$ cat config.mk
export PLATFORM = sky130hd
export DESIGN_NAME = drive_arbiter
export DESIGN_NICKNAME = d
export VERILOG_FILES = /design/src/rtl/drive_arbiter.sv
export SDC_FILE = /design/constraint.sdc
export NUM_CORES = 1
export LEC_CHECK = 0
export BUFFER_PORTS_ARGS = -buffer_cell sky130_fd_sc_hd__buf_2
export CORE_MARGIN = 2
export CORE_UTILIZATION = 44
export CTS_CLUSTER_SIZE = 40
export DETAILED_ROUTE_END_ITERATION = 6
export PLACE_DENSITY = 0.72
export SKIP_CTS_REPAIR_TIMING = 1
export SLEW_MARGIN = 25
export SYNTH_ARGS = -nofsm -noshare
export SYNTH_HDL_FRONTEND = slang
export SYNTH_SLANG_ARGS = --single-unit
$ cat constraint.sdc
create_clock -name clk_50 -period 4.2 [get_ports clk_50]
set_input_delay 0.84 -clock clk_50 [delete_from_list [all_inputs] [get_ports clk_50]]
set_output_delay 0.84 -clock clk_50 [all_outputs]
set_load 0.05 [all_outputs]
$ cat src/rtl/drive_arbiter.sv
// Drive ownership arbiter: IR manual / camera auto / search / e-stop sequencing,
// with a ramped PWM duty and stop-before-reverse ordering on the applied command.
module drive_arbiter #(
  parameter logic [7:0]  CODE_FWD       = 8'h02,
  parameter logic [7:0]  CODE_REV       = 8'h08,
  parameter logic [7:0]  CODE_LEFT      = 8'h04,
  parameter logic [7:0]  CODE_RIGHT     = 8'h06,
  parameter logic [7:0]  CODE_STOP      = 8'h05,
  parameter logic [7:0]  CODE_AUTO      = 8'h01,
  parameter logic [7:0]  CODE_ESTOP     = 8'h00,
  parameter int unsigned MANUAL_HOLD    = 5_000_000,
  parameter int unsigned LOST_TIMEOUT   = 25_000_000,
  parameter int unsigned SEARCH_TIMEOUT = 100_000_000,
  parameter int unsigned RAMP_DIV       = 50_000,
  parameter int unsigned RAMP_STEP      = 8
) (
  input  logic       clk_50,
  input  logic       reset,
  input  logic       ir_valid,
  input  logic [7:0] IR_button,
  input  logic [2:0] CAM_direction,
  input  logic       orange_detected,
  input  logic [1:0] speed,
  output logic [2:0] drive_cmd,
  output logic [7:0] duty,
  output logic [2:0] mode,
  output logic       cmd_changed
);

  typedef enum logic [2:0] {
    S_IDLE   = 3'd0,
    S_MANUAL = 3'd1,
    S_AUTO   = 3'd2,
    S_SEARCH = 3'd3,
    S_ESTOP  = 3'd4
  } state_t;

  localparam logic [2:0] C_STOP  = 3'd0;
  localparam logic [2:0] C_FWD   = 3'd1;
  localparam logic [2:0] C_REV   = 3'd2;
  localparam logic [2:0] C_LEFT  = 3'd3;
  localparam logic [2:0] C_RIGHT = 3'd4;
  localparam logic [8:0] STEP9   = 9'(RAMP_STEP);
  localparam logic [7:0] STEP8   = 8'(RAMP_STEP);

  state_t      state, state_next;
  logic [2:0]  manual_cmd, code_cmd, cam_cmd, req_cmd;
  logic        is_motion, is_estop, is_stop, is_auto, ramp_tick;
  logic [31:0] hold_cnt, lost_cnt, search_cnt, div_cnt;
  logic [7:0]  target, ramp_target, duty_ramped;
  logic [8:0]  duty_up;

  assign is_estop  = ir_valid && (IR_button == CODE_ESTOP);
  assign is_stop   = ir_valid && (IR_button == CODE_STOP);
  assign is_auto   = ir_valid && (IR_button == CODE_AUTO);
  assign ramp_tick = (div_cnt == RAMP_DIV - 1);
  assign mode      = state;

  always_comb begin
    code_cmd  = C_STOP;
    is_motion = 1'b0;
    if (ir_valid) begin
      is_motion = 1'b1;
      if      (IR_button == CODE_FWD)   code_cmd = C_FWD;
      else if (IR_button == CODE_REV)   code_cmd = C_REV;
      else if (IR_button == CODE_LEFT)  code_cmd = C_LEFT;
      else if (IR_button == CODE_RIGHT) code_cmd = C_RIGHT;
      else                              is_motion = 1'b0;
    end
  end

  always_comb begin
    case (CAM_direction)
      3'b001:  cam_cmd = C_LEFT;
      3'b010:  cam_cmd = C_FWD;
      3'b100:  cam_cmd = C_RIGHT;
      default: cam_cmd = C_STOP;
    endcase
  end

  always_comb begin
    case (state)
      S_MANUAL: req_cmd = manual_cmd;
      S_AUTO:   req_cmd = orange_detected ? cam_cmd : C_STOP;
      S_SEARCH: req_cmd = C_LEFT;
      default:  req_cmd = C_STOP;
    endcase
  end

  // E-stop beats every other IR code, which in turn beats camera/timer events.
  always_comb begin
    state_next = state;
    if (is_estop) begin
      state_next = S_ESTOP;
    end else if (state == S_ESTOP) begin
      if (is_stop) state_next = S_IDLE;
    end else if (is_motion) begin
      state_next = S_MANUAL;
    end else if (is_auto) begin
      state_next = S_AUTO;
    end else if (is_stop) begin
      state_next = S_IDLE;
    end else begin
      case (state)
        S_MANUAL: if (hold_cnt == 32'd1) state_next = S_IDLE;
        S_AUTO:   if (!orange_detected && lost_cnt == 32'd1) state_next = S_SEARCH;
        S_SEARCH: begin
          if (orange_detected)             state_next = S_AUTO;
          else if (search_cnt == 32'd1)    state_next = S_IDLE;
        end
        default: ;
      endcase
    end
  end

  // A pending direction change forces the ramp to zero before the command swaps.
  always_comb begin
    target      = (req_cmd == C_STOP) ? 8'd0 : {speed, 6'h3f};
    ramp_target = (drive_cmd != req_cmd) ? 8'd0 : target;
    duty_up     = {1'b0, duty} + STEP9;
    duty_ramped = duty;
    if (duty < ramp_target) begin
      duty_ramped = (duty_up >= {1'b0, ramp_target}) ? ramp_target : duty_up[7:0];
    end else if (duty > ramp_target) begin
      duty_ramped = ({1'b0, duty} <= ({1'b0, ramp_target} + STEP9)) ? ramp_target : duty - STEP8;
    end
  end

  always_ff @(posedge clk_50) begin
    if (reset) begin
      state       <= S_IDLE;
      manual_cmd  <= C_STOP;
      hold_cnt    <= '0;
      lost_cnt    <= '0;
      search_cnt  <= '0;
      div_cnt     <= '0;
      drive_cmd   <= C_STOP;
      duty        <= '0;
      cmd_changed <= 1'b0;
    end else begin
      state       <= state_next;
      cmd_changed <= 1'b0;

      if (is_motion && state != S_ESTOP) begin
        manual_cmd <= code_cmd;
        hold_cnt   <= MANUAL_HOLD;
      end else if (state == S_MANUAL && hold_cnt != '0) begin
        hold_cnt <= hold_cnt - 32'd1;
      end

      if (state != S_AUTO || orange_detected || is_auto) lost_cnt <= LOST_TIMEOUT;
      else                                               lost_cnt <= lost_cnt - 32'd1;

      if (state != S_SEARCH) search_cnt <= SEARCH_TIMEOUT;
      else                   search_cnt <= search_cnt - 32'd1;

      div_cnt <= ramp_tick ? '0 : div_cnt + 32'd1;

      if (is_estop || state == S_ESTOP) begin
        drive_cmd   <= C_STOP;
        duty        <= '0;
        cmd_changed <= (drive_cmd != C_STOP);
      end else if (drive_cmd != req_cmd && (drive_cmd == C_STOP || duty == '0)) begin
        drive_cmd   <= req_cmd;
        cmd_changed <= 1'b1;
      end else if (ramp_tick) begin
        duty <= duty_ramped;
      end
    end
  end

endmodule

Word-level counts from Yosys, hierarchy flattened
Index checks and enable logic that the tools add are counted.
{ "word_totals": {"ff_bits": 146, "latchBits": 0, "ram_bits": 0, "mem_bits_ro": 0, "input_bits": 17, "output_inout_bits": 15, "wordCells": 121, "memories": 0} }
{ "op_classes": {"add_sub_neg": 7, "multipliers": 0, "n_div": 0, "magnitude_cmp": 4, "n_eq_ne": 29, "shifts": 0, "mux": 36, "bitwise": 1, "n_reduce_logical": 31} }
{ "op_table": {"columns": ["op", "n"], "rows": [
  ["$eq A32 B1 Y1 const B", 3],
  ["$sub A32 B1 Y32 const B", 3],
  ["$mux W3", 16],
  ["$mux W8", 6],
  ["$mux W23", 2],
  ["$add A32 B1 Y32 const B", 1],
  ["$eq A32 B16 Y1 const B", 1],
  ["$reduce_bool A32 Y1", 1],
  ["$mux W27", 1],
  ["$pmux W3 S3", 3],
  ["$mux W25", 1],
  ["$eq A8 B3 Y1 const B", 3],
  ["$add A8 B4 Y9 const B", 2],
  ["$ne A6 B6 Y1 const B", 3],
  ["$logic_not A8 Y1", 2],
  ["$reduce_or A2 Y1", 6],
  ["$ne A5 B5 Y1 const B", 2],
  ["$reduce_and A5 Y1", 2],
  ["$eq A3 B2 Y1 const B", 3],
  ["$ge A9 B8 Y1", 1],
  ["$le A8 B9 Y1", 1],
  ["$eq A8 B1 Y1 const B", 1],
  ["$eq A8 B2 Y1 const B", 1],
  ["$eq A8 B4 Y1 const B", 1],
  ["21 further kinds", 42]
]} }

Logic depth before layout (Yosys ltp)
Gate-level depths: netlist of run 1.
{ "depth": {"depth_word": 12, "depth_mapped": 18} }

Worst setup path after synthesis of run 1
No wires, ideal clock.
{ "synth_path": {"kind": "input to register", "startpoint": "input port CAM_direction[1]", "endpoint": "register duty[1]", "setup_ns": 0.088, "arrival_time_ns": 4.186, "required_time_ns": 4.112, "setup_slack_ns": -0.075, "stages": 15, "path_buffers": 1, "cell_sequence": "nor4b_1 -> a32o_1 -> xnor2_1 -> nand4_2 -> inv_2 -> nand2_1 -> ha_1 -> a21oi_1 -> o21ai_0 -> or2_2 -> clkbuf_1 -> nor4_1 -> inv_1 -> a311o_1 -> o31ai_1"} }
{ "synth_between": {"elab_chain_cells": 12, "word_cells_on_any_way": 23, "cone_classes": "1 x add/sub; 4 x order compare; 4 x eq/ne; 9 x mux; 1 x bitwise; 4 x reduce/logical"} }
{ "synth_rtl": {"columns": ["element", "line", "text"], "rows": [
  ["start, declared", "21", "input logic [2:0] CAM_direction,"],
  ["$eq A3 B3 Y1 (tied with other cells)", "73", "case (CAM_direction)"],
  ["$pmux W3 S3 (*)", "73", null],
  ["$mux W3 (*)", "84", "S_AUTO: req_cmd = orange_detected ? cam_cmd : C_STOP;"],
  ["$pmux W3 S3 (*)", "82", "case (state)"],
  ["$logic_not A3 Y1", "118", "target = (req_cmd == C_STOP) ? 8'd0 : {speed, 6'h3f};"],
  ["$mux W8", "118", null],
  ["$mux W8", "119", "ramp_target = (drive_cmd != req_cmd) ? 8'd0 : target;"],
  ["$add A8 B4 Y9", "125", "duty_ramped = ({1'b0, duty} <= ({1'b0, ramp_target} + STEP9)) ? ramp_target : duty - STEP8;"],
  ["$le A8 B9 Y1", "125", null],
  ["$mux W8", "125", null],
  ["$mux W8", "124", "end else if (duty > ramp_target) begin"],
  ["$mux W8", "122", "if (duty < ramp_target) begin"],
  ["end signal, assigned", "167", "duty <= duty_ramped;"],
  ["end, declared", "25", "output logic [7:0] duty,"]
]} }
Mark *: on every way between the ends. The rest lies on a longest branch, timed or not. The select of a mux whose other input is x is not followed.
A chain may end at the register's enable or synchronous reset.

Worst setup path after layout of run 1
{ "layout_path": {"startpoint": "register state[1] (netlist: mode[1])", "endpoint": "register duty[1]"} }
{ "layout_between": {"elab_chain_cells": 10, "word_cells_on_any_way": 24, "cone_classes": "1 x add/sub; 4 x order compare; 5 x eq/ne; 7 x mux; 1 x bitwise; 6 x reduce/logical"} }
{ "layout_rtl": {"columns": ["element", "line", "text"], "rows": [
  ["start, declared", "46", "state_t state, state_next;"],
  ["start signal, assigned", "141", "state <= state_next;"],
  ["$eq A3 B2 Y1 / $eq A3 B1 Y1 (equally long branches)", "82", null],
  ["$pmux W3 S3", "82", null],
  ["$logic_not A3 Y1", "118", null],
  ["$mux W8", "118", null],
  ["$mux W8", "119", null],
  ["$add A8 B4 Y9", "125", null],
  ["$le A8 B9 Y1", "125", null],
  ["$mux W8", "125", null],
  ["$mux W8", "124", null],
  ["$mux W8", "122", null]
]} }
Parallel ways exist; a longest one is shown, timed or not. The select of a mux whose other input is x is not followed.

==> results of run 1 <==
report_power, final:
| part | switching, mW | internal [mW] |
|---|---|---|
| clock network | 0.598 | 0.946 |
| registers | 0.0157 | 1.38 |
| logic | 0.0623 | 0.0420 |
| total | 0.676 | 2.37 |
final timing paths:
check / end / depth (start not counted)
max: duty[1] / 14
max reg2reg: duty[1] / 14
min reg2reg: div_cnt[0] / 1
min: div_cnt[0] / 1
cells in the mapped netlist, types with 3 or more instances:
master	number	area share
dfxtp_1	144	0.39
nor2_1	136	0.069
xnor2_1	62	0.074
nand2_1	61	0.031
a21oi_1	58	0.039
xor2_1	57	0.068
nor4_1	33	0.028
nor3_1	31	0.021
nand3_1	26	0.018
ha_1	25	0.043
clkbuf_1	24	0.012
inv_1	23	0.012
or3_1	20	0.017
o21ai_0	19	0.013
nand4_1	13	0.011
nor2b_1	12	0.010
nand2b_1	11	0.0094
or4_1	10	0.010
and3_1	6	0.0051
and4_1	6	0.0071
o31ai_1	6	0.0061
a31oi_1	5	0.0043
buf_2	5	0.0034
nand4b_1	5	0.0060
or2_2	5	0.0043
and2_1	4	0.0034
nor3b_1	4	0.0041
a211oi_1	3	0.0031
mux2i_1	3	0.0041
nand3b_1	3	0.0031
nor4b_1	3	0.0036
o211a_1	3	0.0041
or4_4	3	0.0046
layer usage:
| metal | GRT usage | wire, um | share of wire | up-vias |
|---|---|---|---|---|
| met5 | 0 | 0 | 0 | - |
| met4 | 0.0721 | 274 | 0.018 | 0 |
| met3 | 0.0487 | 459 | 0.030 | 23 |
| met2 | 0.290 | 7140 | 0.47 | 65 |
| met1 | 0.224 | 7230 | 0.48 | 2845 |
| li1 | - | - | - | 3119 |
sequential cells by signal (all words and copies together) (netlist names):
register,flops
div_cnt,32
drive_cmd,3
mode,3
search_cnt,32
manual_cmd,3
hold_cnt,32
cmd_changed,1
duty,6
lost_cnt,32
area by class of cell:
type	instances	area, sq um	area share
multi-input combinational	675	4260	0.510
sequential	144	2880	0.345
clock buffer	18	439	0.0526
tap	220	275	0.0330
timing repair buffer	41	230	0.0276
clock inverter	14	165	0.0198
inverter	24	90.1	0.0108
antenna	2	5.00	0.000600
metrics by stage:
stage	cell area (sq um)	hold slack, ns	setup slack (ns)	util
after floorplan	7360	0.418	0.0497	-
after global placement	7740	0.431	0.152	0.470
after detailed placement	7740	0.436	0.0211	0.470
after CTS	8340	0.451	0.422	0.507
after global routing	8350	0.460	0.0429	0.507
final	8350	0.451	0.366	0.507
cells in the final DEF, fill, tap and decap left out, types with 5 or more instances in the layout:
master / instances
nor4_1: 32
xor2_1: 57
nand4b_1: 5
and3_1: 6
o21ai_0: 19
nand2_1: 61
or3_1: 20
or2_2: 5
or4_1: 10
nor3_1: 31
xnor2_1: 62
dfxtp_1: 144
buf_4: 10
clkbuf_16: 17
nor2b_1: 12
buf_2: 31
nand3_1: 26
o31ai_1: 6
nand2b_1: 11
a21oi_1: 58
ha_1: 25
nor2_1: 136
nand4_1: 13
and4_1: 6
clkinvlp_4: 5
a31oi_1: 5
inv_1: 23
logic make-up after synthesis:
group,after synthesis,synth area share
AO/OA/AOI/OAI,121,0.102
AND/OR/NAND/NOR,405,0.285
XOR/XNOR,119,0.142
flip-flops,144,0.392
multiplexers,5,0.00714
adder cells (fa/ha/maj),25,0.0425
buffers and inverters,55,0.0299
==> flow_summary.json, run 1 <==
{
  "outcome": "complete, no violations",
  "worstSkewPairLatency_ns": 0.43,
  "gp_congestion": 0.897,
  "track_usage": 0.178,
  "die_h_um": 133,
  "p_per_area_nw_per_um2": 365,
  "fillers": 1587,
  "grt_pass1_vias": 5734,
  "worstSetupStartpointType": "flip-flop",
  "r2r-start": "mode[1]",
  "setup_viol": 0,
  "synth_edf_count": 0,
  "required_ns": 4.54,
  "fp.dieArea_sq_um": 17800,
  "min_period_over_period": 0.913,
  "drt_wl_total_mm": 15.1,
  "port_buffers": 31,
  "synthCells": 874,
  "hold_class": "flip-flop to flip-flop",
  "synth_fp_nets": 916,
  "worst_clock_skew_ns": 0.00548,
  "wl_per_cell_um": 13.3,
  "antenna_found_initial": 2,
  "synth_cell_type_count": 67,
  "area_delta_synth_final_pct": 13.5,
  "cts_tree": "yes",
  "drt_first_pass_iters": 4,
  "hold_start": "div_cnt[0]",
  "fin_setup_tns_ns": 0,
  "dp.cells": 1104,
  "worstMarginPinSlew_ns": 1.01,
  "ctsHtreeMaxLevel": 4,
  "drcViolationCount": 0,
  "cellLeakagePower_nw": 3.21,
  "ios": 32,
  "yosys_warnings": 0,
  "stdcell_count": 1138,
  "cp.arrival_ns": 4.18,
  "row_count": 47,
  "worstSetupEndpointType": "flip-flop",
  "clkTransAtPathRegs_ns": 0.06,
  "crit_slowest_cell": "dfxtp_1",
  "rsz0062_at_grt": "false",
  "final_nets": 945,
  "critPathKind": "flip-flop to flip-flop",
  "postSynth.asyncResetShare": 0,
  "syn_area_per_cell_sq_um": 8.42,
  "cts_made_buffers": 17,
  "start_util": 0.447,
  "critPathTopFamily": "simple AND/OR/NAND/NOR gates",
  "grt_first_pass_wirelength_mm": 26.1,
  "ir_drop_mv": 0.291,
  "drive_gt1_frac": 0.104,
  "period_minus_slack_ns": 3.83,
  "grt_remaining_overflow": 0,
  "syn_area_sq_um": 7360,
  "timing.slew.headroom": 0.319,
  "die_x_um": 133,
  "worstPathMaxFanout": 9,
  "max_stage_delay_ns": 0.53,
  "vias_per_cell": 5.32,
  "fp.coreArea_sq_um": 16500,
  "grt_max_degree": 33,
  "hold_viol_final": 0,
  "power.total_mw": 3.05,
  "seq_area_frac_synth": 0.392,
  "initialDrtViolationCount": 318,
  "reg2reg_slack_ns": 0.37,
  "maxSlewViolCount": 0,
  "cp_num_buf_inv": 2,
  "ant_nets": 0,
  "vias": 6052,
  "synth_flop_cell": "dfxtp_1",
  "maxCapViolations": 0,
  "clkSinkCount": 144,
  "critPathLaunch": "mode[1]",
  "synth-seq-cells": 144,
  "cts_buffer_depth": 2,
  "max_freq_ghz": 0.261,
  "root_buffer": "clkbuf_16",
  "cp_cell_sequence": "nor4b_1 -> a32o_1 -> xnor2_1 -> nand4_2 -> inv_2 -> nand2_1 -> ha_1 -> a21oi_1 -> o21ai_0 -> or2_2 -> nor4_2 -> inv_1 -> a311o_1 -> o31ai_1",
  "dp_hpwl_mm": 10.5
}
No activity file was read; power rests on OpenSTA's default activity.
==> run 2, diff against run 1 <==
Settings changed: ABC_AREA set to 1, SKIP_LAST_GASP set to 1.
==> run 2 against run 1 <==
  * Via count increased by 33%
  * Power increased by 70%
  * Combinational power increased to 19 times the previous value
  * Critical path depth increased by 8
  * First-iteration DRC count increased by 30%
  * Final cell count increased by 37%
  * Sequential cell count unchanged
  * Sequential power increased by 14%
  * Clock power increased by 3%
  * Fmax increased by 11%
  * Worst setup slack improved by 0.38 ns
  * Synthesized cell count increased by 46%
  * Largest cell class unchanged
  * Highest routed layer unchanged
==> flow_summary.json, run 2 <==
{
  "drcViolationCount": 0,
  "hold_viol_final": 0,
  "ios": 32,
  "outcome": "complete, no violations",
  "worstSetupEndpointType": "flip-flop",
  "reg2reg_slack_ns": 0.87,
  "crit_slowest_cell": "nor3_1",
  "postSynth.asyncResetShare": 0,
  "fin_setup_tns_ns": 0,
  "maxSlewViolCount": 0,
  "synth-seq-cells": 144,
  "wl_met1_mm": 9.05,
  "seq_area_frac_synth": 0.341,
  "rr_endpoint": "duty[7]",
  "die_x_um": 143,
  "worstHoldPathCells": 1,
  "syn_area_sq_um": 8450,
  "worstSkewPairLatency_ns": 0.41,
  "wl_per_cell_um": 12.6,
  "synthTopCellsByCount": "nand2_1 (238), nor2_1 (223), inv_1 (181), dfxtp_1 (144), a21oi_1 (77)",
  "antenna_found_initial": 0,
  "min_period_over_period": 0.822,
  "port_buffers": 31,
  "layout_commonest_cell": "nand2_1",
  "die_h_um": 143,
  "r2r-start": "mode[0]",
  "root_buffer": "clkbuf_16",
  "synth_fp_nets": 1317,
  "critPathLaunch": "CAM_direction[0]",
  "hold_start": "div_cnt[0]",
  "ctsHtreeMaxLevel": 4,
  "holdWs_ns": 0.444,
  "max_freq_ghz": 0.290,
  "cp_cell_sequence": "buf_2 -> nor3_1 -> nand2_1 -> nand2_1 -> nand2_1 -> nand2_2 -> nor2_4 -> nand2_4 -> nor2_4 -> buf_4 -> ha_1 -> inv_1 -> nor2_1 -> nor2_1 -> nor2_1 -> o21ai_0 -> nand2_1 -> nand4_1 -> nand2_2 -> nor2_4 -> a21boi_1 -> a21oi_1",
  "drt_wl_total_mm": 19.6,
  "area_delta_synth_final_pct": 11.7,
  "initialDrtViolationCount": 412,
  "final_cell_mix": "nand2_1 (238), nor2_1 (223), inv_1 (181)",
  "vias": 8036,
  "p_per_area_nw_per_um2": 547,
  "cp_num_buf_inv": 3,
  "yosys.area.top_type": "dfxtp_1",
  "synthTopCellsByArea": "dfxtp_1 (34%), nand2_1 (11%), nor2_1 (9.9%)",
  "grt_pass1_vias": 7224,
  "critPathTopFamily": "simple AND/OR/NAND/NOR gates",
  "n_antenna_cell": 0,
  "worstSetupStartpointType": "input port",
  "synthCells": 1275,
  "critPathKind": "input port to flip-flop",
  "synth.most_common_cell": "nand2_1",
  "ir_drop_mv": 0.593,
  "hold_end": "div_cnt[0]",
  "synth_flop_cell": "dfxtp_1",
  "row_count": 50,
  "yosys_warnings": 0,
  "dr.max_layer_used": "met4",
  "met2_length_mm": 9.18,
  "vias_per_cell": 5.16,
  "clkTransAtPathRegs_ns": 0.05,
  "period_minus_slack_ns": 3.45,
  "syn_area_per_cell_sq_um": 6.63,
  "cellLeakagePower_nw": 4.38,
  "power.total_mw": 5.17,
  "start_util": 0.450,
  "synth_cell_type_count": 44,
  "gp_congestion": 0.902,
  "dp_hpwl_mm": 14.5,
  "worstPathMaxFanout": 7,
  "grt_remaining_overflow": 0,
  "rsz0062_at_grt": "false",
  "cp.arrival_ns": 3.75,
  "maxCapViolations": 0,
  "drive_gt1_frac": 0.0922,
  "synth_top_area_frac": 0.341,
  "route.met3.wl_mm": 1.02,
  "cts_tree": "yes",
  "grt_max_degree": 25,
  "final_nets": 1353,
  "grt_first_pass_wirelength_mm": 33.1,
  "fp.coreArea_sq_um": 18800,
  "hold_class": "flip-flop to flip-flop",
  "timing.slew.headroom": 0.449,
  "drt_first_pass_iters": 7,
  "ant_nets": 0,
  "track_usage": 0.197,
  "clkSinkCount": 144,
  "cts_made_buffers": 17,
  "fp.dieArea_sq_um": 20300,
  "worstMarginPinSlew_ns": 0.820,
  "worst_clock_skew_ns": 0.00823,
  "synth_edf_count": 0,
  "cts_buffer_depth": 2,
  "cp_common_cell": "nand2_1",
  "setup_viol": 0,
  "required_ns": 4.49,
  "max_stage_delay_ns": 0.36,
  "reg2reg_depth": 22
}
run 2: changes by cell type in the layout (fill, tap and decap cells not counted), moves of 12 or more:
cell,before,now
inv_2,1,14
or3_1,20,0
nand2_1,61,238
nor3_1,31,46
nand3_1,26,55
nand4_1,13,34
a21oi_1,58,77
xnor2_1,62,14
inv_1,23,181
nor2b_1,12,0
o21ai_0,19,53
nor2_1,136,223
run 2: cell type report:
class / count / area [sq um]
Inverter: 196 / 736
Sequential cell: 144 / 2880
Clock inverter: 10 / 160
Timing Repair Buffer: 33 / 170
Multi-Input combinational cell: 919 / 4750
Clock buffer: 21 / 450
Tap cell: 234 / 293
Fill cell: 1861 / 9320
run 2: per-stage QoR:
stage	utilization	instance area, sq um	setup WS, ns	std cells
floorplan	-	8450	0.875	1275
global placement	0.471	8830	0.512	1526
detailed placement	0.471	8830	0.447	1526
CTS	0.503	9440	0.843	1557
global route	0.503	9440	0.474	1557
finish	0.503	9440	0.748	1557
run 2: worst max-delay path by stage:
stage	end	depth (start not counted)	slack [ns]
after floorplan	duty[3]	24	0.87
after global placement	duty[1]	22	0.51
after detailed placement	duty[7]	22	0.45
after CTS	duty[7]	22	0.84
after global routing	duty[4]	23	0.47
final	duty[7]	22	0.75
run 2: where the power goes:
group	internal [mW]	leakage, nW	switching (mW)
clock	1.01	0.297	0.571
sequential	1.48	1.17	0.122
combinational	0.681	2.91	1.30
total	3.17	4.38	2.00
run 2: kinds of logic after synthesis:
kind of cell               Yosys count  share of synthesized area
xor gates and xnor gates            61                     0.0632
buffers and inverters              212                     0.0969
adders and majority gates           25                     0.0370
and+or+nand+nor                    676                      0.362
DFF                                144                      0.341
AOI/OAI and AO/OA                  157                      0.100
run 2: layer usage:
layer | global-route usage | up-vias
met3 | 0.0402 | 29
met2 | 0.338 | 177
met5 | 0 | -
li1 | - | 4177
met1 | 0.252 | 3653
met4 | 0.0500 | 0
